--- config.mk ---
export PLATFORM = sky130hd
export DESIGN_NAME = clock_display_driver
export DESIGN_NICKNAME = d
export VERILOG_FILES = /design/src/rtl/clock_display_pkg.sv /design/src/rtl/clock_display_seg7_encoder.sv /design/src/rtl/clock_display_driver.sv
export SDC_FILE = /design/constraint.sdc
export NUM_CORES = 1
export LEC_CHECK = 0
export CORE_ASPECT_RATIO = 1.2
export CORE_MARGIN = 2
export CORE_UTILIZATION = 55
export DETAILED_ROUTE_END_ITERATION = 10
export HOLD_SLACK_MARGIN = 0.12
export PLACE_DENSITY = 0.86
export SLEW_MARGIN = 15
export SYNTH_ARGS = -nofsm -noshare
export SYNTH_HDL_FRONTEND = slang
export SYNTH_SLANG_ARGS = --single-unit
--- constraint.sdc ---
create_clock -name Clock -period 3.7 [get_ports Clock]
set_input_delay 0.74 -clock Clock [delete_from_list [all_inputs] [get_ports Clock]]
set_output_delay 0.74 -clock Clock [all_outputs]
set_load 0.01 [all_outputs]
--- src/rtl/clock_display_pkg.sv ---
// Shared definitions for the HH.MM.SS multiplexed 7-segment display driver.
// Holds the digit count, the high-true segment patterns ({g,f,e,d,c,b,a}),
// the digit-index encoding and small helpers for the scan and the BCD split.
package clock_display_pkg;

    localparam int unsigned DIGITS = 6;

    // Scan position; the value is also the Digit_En bit that gets selected.
    typedef enum logic [2:0] {
        DIG_SEC_ONES  = 3'd0,
        DIG_SEC_TENS  = 3'd1,
        DIG_MIN_ONES  = 3'd2,
        DIG_MIN_TENS  = 3'd3,
        DIG_HOUR_ONES = 3'd4,
        DIG_HOUR_TENS = 3'd5
    } digit_idx_t;

    localparam logic [6:0] SEG_BLANK = 7'b0000000;
    localparam logic [6:0] SEG_DASH  = 7'b1000000;

    localparam logic [6:0] SEG_DIGIT [0:9] = '{
        7'b0111111, // 0
        7'b0000110, // 1
        7'b1011011, // 2
        7'b1001111, // 3
        7'b1100110, // 4
        7'b1101101, // 5
        7'b1111101, // 6
        7'b0000111, // 7
        7'b1111111, // 8
        7'b1101111  // 9
    };

    function automatic digit_idx_t next_digit(input digit_idx_t d);
        case (d)
            DIG_SEC_ONES:  return DIG_SEC_TENS;
            DIG_SEC_TENS:  return DIG_MIN_ONES;
            DIG_MIN_ONES:  return DIG_MIN_TENS;
            DIG_MIN_TENS:  return DIG_HOUR_ONES;
            DIG_HOUR_ONES: return DIG_HOUR_TENS;
            default:       return DIG_SEC_ONES;
        endcase
    endfunction

    // Comparator ladder instead of a divider; exact for 0..63.
    function automatic logic [3:0] tens_of(input logic [5:0] v);
        if (v >= 6'd60)      return 4'd6;
        else if (v >= 6'd50) return 4'd5;
        else if (v >= 6'd40) return 4'd4;
        else if (v >= 6'd30) return 4'd3;
        else if (v >= 6'd20) return 4'd2;
        else if (v >= 6'd10) return 4'd1;
        else                 return 4'd0;
    endfunction

    function automatic logic [3:0] ones_of(input logic [5:0] v);
        logic [5:0] t;
        t = {2'b00, tens_of(v)};
        return 4'(v - t * 6'd10);
    endfunction

endpackage

--- src/rtl/clock_display_seg7_encoder.sv ---
// seg7_encoder: combinational digit-to-segment lookup, high-true output.
//   digit : 4-bit decimal digit (values above 9 render blank)
//   blank : force all segments off
//   dash  : force segment g only; overrides blank
//   seg   : {g,f,e,d,c,b,a}, 1 = segment lit
module seg7_encoder
    import clock_display_pkg::*;
(
    input  logic [3:0] digit,
    input  logic       blank,
    input  logic       dash,
    output logic [6:0] seg
);

    always_comb begin
        seg = SEG_BLANK;
        if (dash) begin
            seg = SEG_DASH;
        end else if (!blank) begin
            for (int unsigned i = 0; i < 10; i++) begin
                if (digit == 4'(i)) seg = SEG_DIGIT[i];
            end
        end
    end

endmodule

--- src/rtl/clock_display_driver.sv ---
// clock_display_driver: six-digit multiplexed 7-segment driver for HH.MM.SS.
// A Load strobe snapshots the time; the snapshot is range-checked, split into
// decimal digits and scanned one digit per REFRESH_DIV-cycle slot, with the
// first cycle of every slot blanked to prevent ghosting.
//   Clock     : rising-edge clock
//   Reset     : synchronous, active-high
//   Hour/Min/Sec : binary time inputs, captured when Load=1
//   Load      : capture strobe
//   Seg       : segments {g,f,e,d,c,b,a}
//   Dp        : decimal point (HH.MM.SS separator, blinks with Sec bit0)
//   Digit_En  : one-hot digit select, bit 5 = hour tens
//   Range_Err : snapshot holds an out-of-range time
// Seg, Dp and Digit_En are low-true when ACTIVE_LOW=1.
module clock_display_driver
    import clock_display_pkg::*;
#(
    parameter int unsigned REFRESH_DIV = 1000,
    parameter bit          ACTIVE_LOW  = 1'b1
) (
    input  logic       Clock,
    input  logic       Reset,
    input  logic [4:0] Hour,
    input  logic [5:0] Min,
    input  logic [5:0] Sec,
    input  logic       Load,
    output logic [6:0] Seg,
    output logic       Dp,
    output logic [5:0] Digit_En,
    output logic       Range_Err
);

    localparam logic [15:0] CNT_LAST = 16'(REFRESH_DIV - 1);
    localparam logic [6:0]  SEG_INV  = {7{ACTIVE_LOW}};
    localparam logic [5:0]  EN_INV   = {6{ACTIVE_LOW}};

    logic [15:0] count;
    logic [15:0] count_next;
    digit_idx_t  idx;
    digit_idx_t  idx_next;

    logic [4:0]  snap_h;
    logic [5:0]  snap_m;
    logic [5:0]  snap_s;

    logic [3:0]  digit;
    logic        blank;
    logic        guard;
    logic [6:0]  enc_seg;
    logic [6:0]  seg_hi;
    logic [5:0]  en_hi;
    logic        dp_hi;

    // Scan timing: index only moves on the counter wrap, never on Load.
    always_comb begin
        count_next = count + 16'd1;
        idx_next   = idx;
        if (count == CNT_LAST) begin
            count_next = '0;
            idx_next   = next_digit(idx);
        end
    end

    always_comb begin
        case (idx)
            DIG_HOUR_TENS: digit = tens_of({1'b0, snap_h});
            DIG_HOUR_ONES: digit = ones_of({1'b0, snap_h});
            DIG_MIN_TENS:  digit = tens_of(snap_m);
            DIG_MIN_ONES:  digit = ones_of(snap_m);
            DIG_SEC_TENS:  digit = tens_of(snap_s);
            default:       digit = ones_of(snap_s);
        endcase
        blank = (idx == DIG_HOUR_TENS) && (digit == 4'd0);
    end

    seg7_encoder u_enc (
        .digit (digit),
        .blank (blank),
        .dash  (Range_Err),
        .seg   (enc_seg)
    );

    // Outputs for the next cycle; counter==0 marks the guard cycle.
    always_comb begin
        guard  = (count == '0);
        seg_hi = SEG_BLANK;
        en_hi  = '0;
        dp_hi  = 1'b0;
        if (!guard) begin
            seg_hi = enc_seg;
            en_hi  = 6'(1) << idx;
            dp_hi  = ((idx == DIG_HOUR_ONES) || (idx == DIG_MIN_ONES)) && !snap_s[0];
        end
    end

    always_ff @(posedge Clock) begin
        if (Reset) begin
            count     <= '0;
            idx       <= DIG_SEC_ONES;
            snap_h    <= '0;
            snap_m    <= '0;
            snap_s    <= '0;
            Range_Err <= 1'b0;
            Seg       <= SEG_BLANK ^ SEG_INV;
            Dp        <= ACTIVE_LOW;
            Digit_En  <= EN_INV;
        end else begin
            count <= count_next;
            idx   <= idx_next;
            if (Load) begin
                snap_h    <= Hour;
                snap_m    <= Min;
                snap_s    <= Sec;
                Range_Err <= (Hour > 5'd23) || (Min > 6'd59) || (Sec > 6'd59);
            end
            Seg      <= seg_hi ^ SEG_INV;
            Dp       <= dp_hi ^ ACTIVE_LOW;
            Digit_En <= en_hi ^ EN_INV;
        end
    end

endmodule

==> results.yml, run 1 <==
outcome:
  status: "finished, final reports clean"
grt:
  grt_max_degree: 24
  track_usage: 0.2149
  grt_pass1_vias: 2297
  antenna_found_initial: 0
  grt_pass1_wl_um: 9922
  gr-total-overflow: 0
synth:
  synth.distinct_cells: 67
  synth_common_cells: "dfxtp_1, nor2_1, nand2_1"
  postSynthCellCount: 322
  syn_area_per_cell_um2: 8.704
  yosysTopAreaCell: "dfxtp_1"
  synth_enable_flop_cells: 0
  ys_warn_count: 0
  ys_ff_latch: 51
  synth_fp_nets: 349
  synth_ff_type: "dfxtp_1"
  synth_top_cell_area_share: 0.3643
  yosysMostFrequentCell: "dfxtp_1"
  ys_seq_area_frac: 0.3643
  synth.area.top_cells: "dfxtp_1, mux2i_1, nor2_1"
  synthArstFlopShare: 0
  synth.cell_area_um2: 2803
layout:
  nFillCells: 401
  syn_to_final_growth_pct: 16.83
  layout-drive-gt1-share: 0.07102
  fin_nets: 379
  insertedDiodeCount: 0
clocking:
  post_cts_buffers: 0
  cts_buffer_depth: 2
  postCtsHoldBufs: 0
  cts-root-buf: "clkbuf_8"
  cts_tree: "yes"
  clock_sinks: 51
  numCtsBuffers: 5
  htree_levels: 2
  cts_resized: 0
  clk_pin_slew_ps: 80
  insertion_delay_ps: 300
sta:
  rsz0062_at_grt: "no"
  slew_headroom: 0.5690
  tightestPinTransition_ps: 642.6
  finalCritPeriodShare: 0.8624
  min_period_ps: 3191
  finalClockSkew_ps: 5.892
  setup_tns_ps: 0
  slew_violations: 0
  fmax_mhz: 313.4
  hold_ws_ps: 458.5
  setup_viol: 0
  hold_violations: 0
setup_path:
  path_class: "flop to flop"
  worst_setup_path_end_kind: "flop"
  cp-startpoint: "snap_s[2]"
  worstPathMaxFanout: 9
  worstPathRequired_ps: 3910
  worst_setup_path_start_kind: "flop"
  worstPathArrival_ps: 3400
  r2r_start: "snap_s[2]"
placement:
  port_buffers: 34
  dp_hpwl_um: 4381
  gp_congestion: 0.8903
die:
  die_area_um2: 5685
  die_h_um: 82.20
  start_util: 0.5674
  core.rowCount: 28
  io_pins: 35
  core_um2: 4940
  die_w_um: 69.17
routing:
  via_count: 2372
  wl_per_cell_um: 14.30
  drtIter0Drc: 149
  drt-met1-wl_um: 2435
  via_per_inst: 5.757
  ant_nets: 0
  top_layer: "met4"
  dr.pass1.iters: 4
  met3_length_um: 151
  met2_length_um: 3159
  wirelength_um: 5890
  drc: 0
pwr:
  peakVddDrop_uv: 280.0
  p_per_area_nw_per_um2: 401.1
  p_leak_nw: 1.238
min_path:
  min_from: "count[0]"
  min_path_type: "flop to flop"
flow_run:
  cap_viol_max_count: 0
==> path summary, 6_finish.rpt <==
| kind | cells after the start | endpoint | slack, ps |
|---|---|---|---|
| worst max-delay path | 11 | Seg[6] | 510 |
| worst min register to register | 1 | count[0] | 460 |
| worst max register to register | 11 | Seg[6] | 510 |
| worst min-delay path | 1 | count[0] | 460 |
==> power by group <==
group | internal (mW) | switching, mW
registers | 0.580 | 0.0299
logic | 0.156 | 0.176
clock network | 0.198 | 0.173
total | 0.935 | 0.379
==> through the flow <==
stage / std cells / power, mW / worst slack, ps / utilization / area [um^2]
global placement: 405 / 0.9366 / 693.8 / 0.6421 / 3172
global route: 412 / 1.379 / 309.9 / 0.6629 / 3274
floorplan: 322 / 0.8484 / 835.2 / - / 2803
CTS: 412 / 1.317 / 503.7 / 0.6629 / 3274
detailed placement: 405 / 0.9492 / 529.5 / 0.6421 / 3172
finish: 412 / 1.313 / 509.0 / 0.6629 / 3274
==> critical path, cell delays in order, from the launching register on <==
cell	delay (ps)
dfxtp_1	530
mux2_2	380
a22oi_1	160
o21a_1	150
ha_1	150
inv_1	50
fa_1	500
a22oi_1	100
o21ai_1	520
nand2_1	150
a211o_1	340
o311ai_2	80
==> final cells by class <==
cell class | count | area (um^2) | share of cell area
multi-input cells | 242 | 1657 | 0.5059
flip-flops and latches | 51 | 1021 | 0.3118
repair buffers | 37 | 362.8 | 0.1108
well taps | 60 | 75.07 | 0.02293
clock buffers | 6 | 72.57 | 0.02216
inverters | 15 | 56.30 | 0.01720
clock inverters | 1 | 30.03 | 0.009171
==> registers in the layout, summed over array words and instances, names as in the netlist <==
name,flops
Range_Err,1
count,16
snap_m,6
Seg,7
Digit_En,6
idx,3
Dp,1
snap_h,5
snap_s,6
==> cells in the final DEF, fill, tap and decap left out, drive strengths merged, types with 4 or more instances in the layout <==
master         count
nand2             24
nand4              4
inv               15
nor3               7
nor2b              7
clkbuf             6
clkdlybuf4s50     34
mux2i             20
or3                4
and2               6
nand3              8
o21ai             13
a22oi              5
ha                 5
nand2b             7
a211oi             4
xnor2              8
a21oi             10
xor2               9
o211ai             6
dfxtp             51
nor4               5
nor2              43
==> per-layer routing <==
metal | GRT usage | up-vias
li1 | - | 1193
met1 | 0.2370 | 1112
met2 | 0.4087 | 51
met3 | 0.04369 | 16
met4 | 0.08431 | 0
met5 | 0 | -
==> cell families (layout without fill, tap and decap cells) <==
logic type / Yosys count / after routing / synth area share
AOI/OAI and AO/OA: 66 / 66 / 0.1848
adders and majority gates: 8 / 8 / 0.04063
and+or+nand+nor: 128 / 128 / 0.2277
xor gates and xnor gates: 17 / 17 / 0.05313
DFF: 51 / 51 / 0.3643
muxes: 23 / 23 / 0.08482
buffers and inverters: 29 / 59 / 0.04464
(Power assumes the default switching activity.)
==> run 2, diff against run 1 <==
--- a/config.mk
+++ b/config.mk
@@ -5,6 +5,7 @@
 export SDC_FILE = /design/constraint.sdc
 export NUM_CORES = 1
 export LEC_CHECK = 0
+export CAP_MARGIN = 40
 export CORE_ASPECT_RATIO = 1.2
 export CORE_MARGIN = 2
 export CORE_UTILIZATION = 55
==> results of run 2 <==
The final DEF is identical to that of run 1; final timing and power are the same.
